File: src/rtl/clock_pkg.sv
// Shared definitions for the clock-setting blocks: editor FSM states, BCD field width
// and hour-format conversion helpers.
package clock_pkg;

    localparam int BCD_W = 8;

    typedef enum logic [1:0] {
        ST_IDLE = 2'd0,
        ST_LOAD = 2'd1,
        ST_EDIT = 2'd2
    } state_t;

    function automatic logic [6:0] bcd2bin(input logic [BCD_W-1:0] v);
        return 7'(v[7:4]) * 7'd10 + 7'(v[3:0]);
    endfunction

    function automatic logic [BCD_W-1:0] bin2bcd(input logic [6:0] b);
        return {4'(b / 7'd10), 4'(b % 7'd10)};
    endfunction

    // 24 h hour -> {pm, 12 h hour}
    function automatic logic [BCD_W:0] hour_to12(input logic [BCD_W-1:0] h);
        logic [6:0] b;
        b = bcd2bin(h);
        if (b == 7'd0)       return {1'b0, 8'h12};
        else if (b < 7'd12)  return {1'b0, bin2bcd(b)};
        else if (b == 7'd12) return {1'b1, 8'h12};
        else                 return {1'b1, bin2bcd(b - 7'd12)};
    endfunction

    // 12 h hour plus pm flag -> 24 h hour
    function automatic logic [BCD_W-1:0] hour_to24(input logic [BCD_W-1:0] h, input logic pm);
        logic [6:0] b;
        b = bcd2bin(h);
        if (pm) return (b == 7'd12) ? 8'h12 : bin2bcd(b + 7'd12);
        else    return (b == 7'd12) ? 8'h00 : h;
    endfunction

endpackage

File: src/rtl/bcd2_step.sv
// Combinational one-step increment/decrement of a 2-digit BCD value with min/max wrap.
module bcd2_step
    import clock_pkg::*;
(
    input  logic [BCD_W-1:0] i_value,
    input  logic [BCD_W-1:0] i_min,
    input  logic [BCD_W-1:0] i_max,
    input  logic             i_up,
    output logic [BCD_W-1:0] o_result
);

    always_comb begin
        o_result = i_value;
        if (i_up) begin
            if (i_value >= i_max)
                o_result = i_min;
            else if (i_value[3:0] >= 4'd9)
                o_result = {i_value[7:4] + 4'd1, 4'd0};
            else
                o_result = {i_value[7:4], i_value[3:0] + 4'd1};
        end else begin
            // Values below min (e.g. 00 hours in 12 h mode) also wrap to max.
            if (i_value <= i_min)
                o_result = i_max;
            else if (i_value[3:0] == 4'd0)
                o_result = {i_value[7:4] - 4'd1, 4'd9};
            else
                o_result = {i_value[7:4], i_value[3:0] - 4'd1};
        end
    end

endmodule

File: src/rtl/bcd_field_editor.sv
// Button-driven editor for a multi-field BCD value (e.g. hh:mm:ss) with cursor,
// auto-repeat and 12/24 h handling of one hour field.
module bcd_field_editor
    import clock_pkg::*;
#(
    parameter int                        NUM_FIELDS = 3,
    parameter logic [8*NUM_FIELDS-1:0]   FIELD_MAX  = {8'h59, 8'h59, 8'h23},
    parameter int                        HOUR_FIELD = 0,
    parameter logic [23:0]               RPT_DELAY  = 24'd50_000_000,
    parameter logic [23:0]               RPT_PERIOD = 24'd10_000_000,
    localparam int                       CW         = (NUM_FIELDS > 1) ? $clog2(NUM_FIELDS) : 1
) (
    input  logic                      clk,
    input  logic                      reset,
    input  logic                      en,
    input  logic                      up,
    input  logic                      down,
    input  logic                      left,
    input  logic                      right,
    input  logic                      fmt12,
    input  logic                      ampm_in,
    input  logic [8*NUM_FIELDS-1:0]   data_in,
    output logic [8*NUM_FIELDS-1:0]   data_out,
    output logic                      ampm_out,
    output logic [CW-1:0]             cursor,
    output logic                      commit
);

    localparam bit            HOUR_EN  = (HOUR_FIELD < NUM_FIELDS);
    localparam int            HOUR_POS = HOUR_EN ? HOUR_FIELD : 0;
    localparam logic [CW-1:0] HOUR_IDX = CW'(HOUR_POS);
    localparam logic [CW-1:0] LAST_IDX = CW'(NUM_FIELDS - 1);

    state_t                    r_state, w_state_next;
    logic [8*NUM_FIELDS-1:0]   r_data, w_data_next;
    logic                      r_ampm, w_ampm_next;
    logic [CW-1:0]             r_cursor, w_cursor_next;
    logic                      r_fmt, w_fmt_next;
    logic                      r_commit, w_commit_next;
    logic                      r_prev_up, r_prev_down, r_prev_left, r_prev_right;
    logic [23:0]               r_rpt_cnt;
    logic                      r_rpt_run;

    logic [BCD_W-1:0] w_fields [NUM_FIELDS];
    logic [BCD_W-1:0] w_fmax   [NUM_FIELDS];

    genvar gi;
    generate
        for (gi = 0; gi < NUM_FIELDS; gi++) begin : g_field
            assign w_fields[gi] = r_data[8*gi +: 8];
            assign w_fmax[gi]   = FIELD_MAX[8*gi +: 8];
        end
    endgenerate

    logic w_up_rise, w_down_rise, w_left_rise, w_right_rise;
    assign w_up_rise    = up    & ~r_prev_up;
    assign w_down_rise  = down  & ~r_prev_down;
    assign w_left_rise  = left  & ~r_prev_left;
    assign w_right_rise = right & ~r_prev_right;

    // Auto-repeat: first extra step RPT_DELAY cycles after the edge, then every RPT_PERIOD.
    logic        w_hold_one, w_rpt_fire;
    logic [23:0] w_rpt_target;
    assign w_hold_one   = (r_state == ST_EDIT) && (up ^ down);
    assign w_rpt_target = r_rpt_run ? RPT_PERIOD : RPT_DELAY;
    assign w_rpt_fire   = w_hold_one && (r_rpt_cnt == w_rpt_target);

    logic w_step_up, w_step_dn;
    assign w_step_up = (w_up_rise & ~w_down_rise) | (w_rpt_fire & up);
    assign w_step_dn = (w_down_rise & ~w_up_rise) | (w_rpt_fire & down);

    logic [BCD_W-1:0] w_sel, w_min, w_max, w_stepped, w_new_field;
    logic             w_is_hour, w_clamp, w_toggle;
    assign w_sel     = w_fields[r_cursor];
    assign w_is_hour = HOUR_EN && (r_cursor == HOUR_IDX);
    assign w_min     = (w_is_hour && r_fmt) ? 8'h01 : 8'h00;
    assign w_max     = (w_is_hour && r_fmt) ? 8'h12 : w_fmax[r_cursor];
    assign w_clamp   = (w_sel > w_max);

    bcd2_step u_step (
        .i_value  (w_sel),
        .i_min    (w_min),
        .i_max    (w_max),
        .i_up     (w_step_up),
        .o_result (w_stepped)
    );

    assign w_new_field = w_clamp ? w_max : w_stepped;
    assign w_toggle    = w_is_hour && r_fmt && !w_clamp &&
                         ((w_step_up && w_sel == 8'h11) || (w_step_dn && w_sel == 8'h12));

    logic             w_fmt_change;
    logic [BCD_W:0]   w_h12;
    logic [BCD_W-1:0] w_h24;
    assign w_fmt_change = HOUR_EN && (fmt12 != r_fmt);
    assign w_h12        = hour_to12(w_fields[HOUR_POS]);
    assign w_h24        = hour_to24(w_fields[HOUR_POS], r_ampm);

    always_comb begin
        w_state_next  = r_state;
        w_data_next   = r_data;
        w_ampm_next   = r_ampm;
        w_cursor_next = r_cursor;
        w_fmt_next    = r_fmt;
        w_commit_next = 1'b0;
        case (r_state)
            ST_IDLE: begin
                if (en) w_state_next = ST_LOAD;
            end
            ST_LOAD: begin
                w_data_next   = data_in;
                w_ampm_next   = ampm_in;
                w_cursor_next = '0;
                w_fmt_next    = fmt12;
                if (en) begin
                    w_state_next = ST_EDIT;
                end else begin
                    w_state_next  = ST_IDLE;
                    w_commit_next = 1'b1;
                end
            end
            ST_EDIT: begin
                if (!en) begin
                    w_state_next  = ST_IDLE;
                    w_commit_next = 1'b1;
                end else if (w_fmt_change) begin
                    // Format switch takes the cycle; buttons are not acted on this cycle.
                    w_fmt_next = fmt12;
                    if (fmt12) begin
                        w_data_next[8*HOUR_POS +: 8] = w_h12[BCD_W-1:0];
                        w_ampm_next                  = w_h12[BCD_W];
                    end else begin
                        w_data_next[8*HOUR_POS +: 8] = w_h24;
                    end
                end else begin
                    if (w_step_up || w_step_dn) begin
                        for (int i = 0; i < NUM_FIELDS; i++)
                            if (r_cursor == CW'(i)) w_data_next[8*i +: 8] = w_new_field;
                        if (w_toggle) w_ampm_next = ~r_ampm;
                    end
                    if (w_right_rise && !w_left_rise)
                        w_cursor_next = (r_cursor == LAST_IDX) ? '0 : r_cursor + 1'b1;
                    else if (w_left_rise && !w_right_rise)
                        w_cursor_next = (r_cursor == '0) ? LAST_IDX : r_cursor - 1'b1;
                end
            end
            default: w_state_next = ST_IDLE;
        endcase
    end

    always_ff @(posedge clk) begin
        if (reset) begin
            r_state      <= ST_IDLE;
            r_data       <= '0;
            r_ampm       <= 1'b0;
            r_cursor     <= '0;
            r_fmt        <= 1'b0;
            r_commit     <= 1'b0;
            r_prev_up    <= 1'b0;
            r_prev_down  <= 1'b0;
            r_prev_left  <= 1'b0;
            r_prev_right <= 1'b0;
            r_rpt_cnt    <= '0;
            r_rpt_run    <= 1'b0;
        end else begin
            r_state      <= w_state_next;
            r_data       <= w_data_next;
            r_ampm       <= w_ampm_next;
            r_cursor     <= w_cursor_next;
            r_fmt        <= w_fmt_next;
            r_commit     <= w_commit_next;
            r_prev_up    <= up;
            r_prev_down  <= down;
            r_prev_left  <= left;
            r_prev_right <= right;
            if (!w_hold_one) begin
                r_rpt_cnt <= '0;
                r_rpt_run <= 1'b0;
            end else if (w_rpt_fire) begin
                r_rpt_cnt <= 24'd1;
                r_rpt_run <= 1'b1;
            end else begin
                r_rpt_cnt <= r_rpt_cnt + 24'd1;
            end
        end
    end

    assign data_out = r_data;
    assign ampm_out = r_ampm;
    assign cursor   = r_cursor;
    assign commit   = r_commit;

endmodule

File: config.mk
export PLATFORM = sky130hd
export DESIGN_NAME = bcd_field_editor
export DESIGN_NICKNAME = d
export VERILOG_FILES = /design/src/rtl/clock_pkg.sv /design/src/rtl/bcd2_step.sv /design/src/rtl/bcd_field_editor.sv
export SDC_FILE = /design/constraint.sdc
export NUM_CORES = 1
export LEC_CHECK = 0
export BUFFER_PORTS_ARGS = -buffer_cell sky130_fd_sc_hd__buf_2
export CORE_ASPECT_RATIO = 1.2
export CORE_UTILIZATION = 56
export CTS_CLUSTER_SIZE = 40
export DETAILED_ROUTE_END_ITERATION = 16
export GPL_TIMING_DRIVEN = 0
export PLACE_DENSITY_LB_ADDON = 0.12
export SYNTH_ARGS = -nofsm -noshare
export SYNTH_HDL_FRONTEND = slang
export SYNTH_SLANG_ARGS = --single-unit
File: constraint.sdc
create_clock -name clk -period 5.41 [get_ports clk]
set_input_delay 0.8115 -clock clk [delete_from_list [all_inputs] [get_ports clk]]
set_output_delay 0.8115 -clock clk [all_outputs]
set_load 0.02 [all_outputs]
==> qor.yml, run 1 <==
outcome: "finished clean"
wl_met2_um: 10400
diodes: 0
post_drt_wl_per_cell_um: 18.7
final_common_cell: "nor2_1"
p_per_area_nw_per_um2: 507
avgSynthCellArea_um2: 7.30
h-tree-depth: 3
clkSlewWorstSetupHoldPaths_ns: 0.05
reg2reg_from: "data_out[4]$_SDFFE_PP0P_"
design_area_um2: 7590
multiInputGateArea_um2: 5200
remaining_drc_errors: 0
seq_area_frac_synth_pct: 18.4
die_area_um2: 12100
route.top_layer_used: "met4"
critPathRequiredTime_ns: 5.67
grt_pass1_wl_um: 34100
finish.utilization_pct: 67.8
drtIter0Drc: 515
port_buffers: 60
cp_max_fo: 12
fin_skew_ns: 0.00594
drive_gt1_share_pct: 15.3
rsz0062_at_grt: "yes"
die_h_um: 120
fin_crit_ns: 5.21
async_reset_ff_share_pct: 0
wirelength_um: 21100
power_leakage_nw: 2.98
vdd_drop_max_uv: 353
seq_area_um2: 1220
areaGrowthSynthToFinish_pct: 16.0
layout.nets: 1047
post-dp-hpwl_um: 16100
met3_length_um: 1330
gp_congestion: 1.03
hold_class: "reg2reg"
critPathArrivalTime_ns: 5.46
boundaryPins: 61
netlist_area_um2: 6550
die_w_um: 101
placed_cell_area_um2: 7040
start_util_pct: 58.5
clkLatencyLatePin_ns: 0.33
ys_ff_latch: 60
ys_types: 85
start_kind: "register"
fin_crit_sh_pct: 96.2
grt_max_degree: 13
crit_start: "data_out[4]$_SDFFE_PP0P_"
clock_sinks: 60
crit_path_end_kind: "register"
root_buffer: "clkbuf_16"
routed_via_density: 6.41
drv_slew: 0
synth-edff-count: 0
fmaxAchievable_mhz: 192
clk_path_buf_depth: 2
synth_ff_type: "dfxtp_1"
numCtsBuffers: 9
tightest_slew_ns: 1.08
core_region_area_um2: 11200
syn_inst: 897
synth_top_cell_by_area: "dfxtp_1"
vias: 7222
layout_common_cells: "nor2_1, nand2_1, buf_2, dfxtp_1, a21oi_1"
postRouteAntennaNets: 0
dr.pass1.iters: 5
grt_pass1_vias: 6957
min_from: "data_out[21]$_SDFFE_PP0P_"
synth_top_area_share_pct: 18.4
relSlewSlack_pct: 27.9
syn_nets: 976
synth_area_leaders: "dfxtp_1, ha_1, nor2_1, a21oi_1, nand2_1"
wl_met1_um: 8200
overflow: 0
grt_use_total_pct: 35.7
cts_tree: "done"
setup_violations: 0
yosys_warnings: 0
criticalPathCategory: "reg2reg"
std_cell_rows: 42
maxCapViolations: 0
finalHoldViolCount: 0
fillers: 1021
r2r_setup_slack_ns: 0.20
hold_buffers: 0
antenna_found_initial: 0
layer usage:
metal / global-route usage [%] / up-vias
li1: - / 3508
met1: 40.3 / 3314
met2: 62.7 / 319
met3: 4.86 / 81
met4: 22.2 / 0
met5: 0 / -
critical path, stage by stage (launching register included):
cell and delay, ns:
dfxtp_4 0.38, ha_1 0.34, ha_2 0.41, xor2_4 0.28, clkbuf_4 0.31, ha_4 0.25, inv_1 0.16, clkbuf_2 0.29
nand4_1 0.14, a22oi_1 0.18, nor3_1 0.09, a21oi_1 0.37, o22ai_2 0.20, a21oi_2 0.20, a21oi_2 0.06, ha_2 0.23
inv_1 0.09, o21ai_0 0.13, o2111a_1 0.19, or4b_1 0.51, a31o_1 0.20, a31oi_1 0.12
sequential cells by signal, summed over array words and instances (netlist names):
register / count
r_prev_left: 1
cursor: 2
r_prev_up: 1
commit: 1
r_prev_down: 1
r_rpt_cnt: 24
r_state: 2
r_fmt: 1
r_rpt_run: 1
ampm_out: 1
r_prev_right: 1
data_out: 24
timing repair:
action	4_1_cts	5_1_grt
pin swaps	1	3
buffers inserted	1	1
setup endpoints to repair	4	4
gates resized for setup	26	44
through the flow:
stage / power [mW] / setup TNS (ns) / setup WS (ns) / hold WS [ns] / std cells
global placement: 3.01 / -3.41 / -0.973 / 0.455 / 1111
CTS: 3.67 / 0 / 0.0166 / 0.473 / 1126
finish: 3.85 / 0 / 0.204 / 0.475 / 1127
detailed placement: 3.01 / -3.41 / -0.963 / 0.467 / 1111
global route: 4.12 / -0.0803 / -0.0803 / 0.487 / 1127
floorplan: 2.44 / 0 / 0.0266 / 0.448 / 897
Yosys cell counts, types with 5 or more instances:
cell	instances
a211o_1	7
a211oi_1	18
a21boi_0	7
a21oi_1	54
a22oi_1	6
a311oi_1	6
a31oi_1	13
and2_1	10
and3_1	15
clkbuf_1	39
dfxtp_1	60
ha_1	44
inv_1	42
mux2i_1	18
nand2_1	71
nand2b_1	14
nand3_1	37
nand4_1	14
nor2_1	107
nor2b_1	17
nor3_1	23
nor4_1	12
o2111ai_1	6
o211a_1	5
o211ai_1	17
o21a_1	10
o21ai_0	43
o21ai_1	6
o221ai_1	8
o22ai_1	8
o2bb2ai_1	8
o31a_1	5
o31ai_1	6
o32ai_1	8
xnor2_1	17
xor2_1	19
cell families (layout without fill, tap and decap cells):
group | after synthesis | after routing | share of synthesized area, %
AOI/OAI and AO/OA | 284 | 284 | 30.5
xor gates and xnor gates | 40 | 40 | 6.10
DFF | 60 | 60 | 18.4
muxes | 22 | 22 | 3.61
and+or+nand+nor | 356 | 356 | 27.1
buffers and inverters | 89 | 165 | 5.30
adders and majority gates | 46 | 46 | 9.02
power breakdown:
part           internal, mW  leakage [nW]  switching [mW]  total, mW
logic                  1.06          2.35            1.71       2.77
registers             0.475         0.492          0.0398      0.515
clock network         0.368         0.147           0.201      0.570
total                  1.90          2.98            1.95       3.85
final timing paths:
path	end	cells after the start
worst max-delay path	data_out[1]$_SDFFE_PP0P_	21
worst min-delay path	data_out[21]$_SDFFE_PP0P_	2
worst max register to register	data_out[1]$_SDFFE_PP0P_	21
worst min register to register	data_out[21]$_SDFFE_PP0P_	2
cell type report:
type | instances | area share [%]
Tap cell | 154 | 2.54
Sequential cell | 60 | 16.0
Inverter | 43 | 2.14
Timing Repair Buffer | 62 | 4.15
Buffer | 44 | 2.77
Clock buffer | 12 | 3.25
Multi-Input combinational cell | 748 | 68.5
Clock inverter | 4 | 0.643
Note: power is estimated with default switching activity, not from simulation.
==> run 2, diff against run 1 <==
--- a/config.mk
+++ b/config.mk
@@ -7,7 +7,7 @@
 export LEC_CHECK = 0
 export BUFFER_PORTS_ARGS = -buffer_cell sky130_fd_sc_hd__buf_2
 export CORE_ASPECT_RATIO = 1.2
-export CORE_UTILIZATION = 56
+export CORE_UTILIZATION = 50
 export CTS_CLUSTER_SIZE = 40
 export DETAILED_ROUTE_END_ITERATION = 16
 export GPL_TIMING_DRIVEN = 0
==> qor.yml, run 2 (same netlist as run 1, synthesis figures left out) <==
fin_crit_ns: 5.21
drv_slew: 0
clkSlewWorstSetupHoldPaths_ns: 0.05
layout.nets: 1052
post-dp-hpwl_um: 16200
start_kind: "register"
whs_ns: 0.489
fmaxAchievable_mhz: 192
overflow: 0
grt_pass1_wl_um: 33800
std_cell_rows: 45
power_mw: 3.89
die_area_um2: 13600
relSlewSlack_pct: 17.3
drtIter0Drc: 465
crit_path_end_kind: "register"
antenna_found_initial: 0
grt_pass1_vias: 6680
grt_use_total_pct: 30.9
h-tree-depth: 3
port_buffers: 60
clkLatencyLatePin_ns: 0.33
finalHoldViolCount: 0
wirelength_um: 21100
clock_sinks: 60
stdcell_count: 1142
criticalPathCategory: "reg2reg"
vdd_drop_max_uv: 325
outcome: "finished clean"
die_h_um: 127
fillers: 1252
boundaryPins: 61
postRouteAntennaNets: 0
critPathArrivalTime_ns: 5.47
final_common_cell: "nor2_1"
routed_via_density: 6.33
gp_congestion: 0.993
numCtsBuffers: 9
fin_skew_ns: 0.00597
worstRegToRegCells: 22
hold_buffers: 0
cp_max_fo: 11
core_region_area_um2: 12700
hold_class: "reg2reg"
place_inst: 1121
fin_crit_sh_pct: 96.4
cts_tree: "done"
layout_common_cells: "nor2_1, nand2_1, buf_2, dfxtp_1, a21oi_1"
die_w_um: 106
setup_violations: 0
reg2reg_from: "data_out[1]$_SDFFE_PP0P_"
dp_slack_ns: -0.992
remaining_drc_errors: 0
grt_max_degree: 13
r2r_setup_slack_ns: 0.20
layout_setup_ws_ns: 0.196
hold_end: "data_out[16]$_SDFFE_PP0P_"
diodes: 0
vias: 7230
critPathRequiredTime_ns: 5.66
areaGrowthSynthToFinish_pct: 16.5
hold_depth: 2
root_buffer: "clkbuf_16"
drive_gt1_share_pct: 15.5
start_util_pct: 51.4
reg2reg_to: "data_out[1]$_SDFFE_PP0P_"
post_drt_wl_per_cell_um: 18.4
clk_path_buf_depth: 2
min_from: "data_out[16]$_SDFFE_PP0P_"
dr.pass1.iters: 6
tightest_slew_ns: 1.24
maxCapViolations: 0
power_leakage_nw: 3.00
p_per_area_nw_per_um2: 509
run 2: cell types whose count changed in the layout (fill, tap and decap cells not counted), moves of 2 or more:
cell | previous run | this run
buf_4 | 3 | 7
dfxtp_4 | 4 | 0
dfxtp_2 | 1 | 4
a21oi_1 | 51 | 53
a21oi_2 | 5 | 3
buf_2 | 64 | 66
run 2: how the worst max path moves through the flow:
stage                                          end  cells after the start                      from
after global placement    data_out[1]$_SDFFE_PP0P_                     22  data_out[1]$_SDFFE_PP0P_
after floorplan           data_out[1]$_SDFFE_PP0P_                     22  data_out[1]$_SDFFE_PP0P_
after CTS                 data_out[1]$_SDFFE_PP0P_                     21  data_out[6]$_SDFFE_PP0P_
final                     data_out[1]$_SDFFE_PP0P_                     22  data_out[1]$_SDFFE_PP0P_
after detailed placement  data_out[1]$_SDFFE_PP0P_                     22  data_out[1]$_SDFFE_PP0P_
after global routing      data_out[1]$_SDFFE_PP0P_                     22  data_out[1]$_SDFFE_PP0P_
run 2: per-stage QoR:
step	setup TNS (ns)	util, %	instance area (um^2)
floorplan	0	-	6550
global placement	-3.63	55.5	7060
detailed placement	-3.45	55.5	7060
CTS	0	58.7	7460
global route	-0.0119	59.9	7630
finish	0	59.9	7630
run 2: worst max-delay path, cell delays in order (launching register included):
cell	delay [ns]
dfxtp_2	0.37
ha_4	0.21
fa_2	0.57
clkbuf_4	0.21
buf_2	0.22
inv_1	0.08
buf_6	0.16
ha_4	0.20
or3b_2	0.47
a22oi_1	0.16
a311oi_1	0.10
o221ai_1	0.13
a22oi_2	0.10
nor2_4	0.24
nor3b_4	0.29
a21oi_1	0.13
ha_2	0.24
inv_1	0.09
o21ai_0	0.13
o2111a_1	0.17
or4b_1	0.51
a31o_1	0.19
a31oi_1	0.13
run 2: per-layer routing:
metal	vias to the layer above	wire, um	part of all wire, %	global-route usage, %
met5	-	0	0	0
met4	0	754	3.6	13.1
met3	50	1020	4.8	3.42
met2	243	10600	50	56.2
met1	3430	8740	41	36.7
li1	3507	-	-	-
run 2: area by class of cell:
| class | count | area [um^2] | area share, % |
|---|---|---|---|
| multi-input combinational | 748 | 5200 | 68.2 |
| sequential | 60 | 1210 | 15.8 |
| timing repair buffer | 67 | 353 | 4.63 |
| clock buffer | 10 | 229 | 3.00 |
| buffer | 44 | 205 | 2.69 |
| tap | 164 | 205 | 2.69 |
| inverter | 43 | 163 | 2.13 |
| clock inverter | 6 | 65.1 | 0.853 |
run 2: timing repair:
action / CTS / global route
pin swaps: 1 / 8
setup endpoints to repair: 4 / 4
buffers inserted: 1 / 6
resized for setup: 26 / 35
run 2: power breakdown:
group	total, mW	leakage (nW)	switching (mW)	internal [mW]
sequential	0.513	0.490	0.0394	0.474
clock	0.567	0.142	0.211	0.356
combinational	2.80	2.36	1.71	1.09
total	3.89	3.00	1.96	1.92
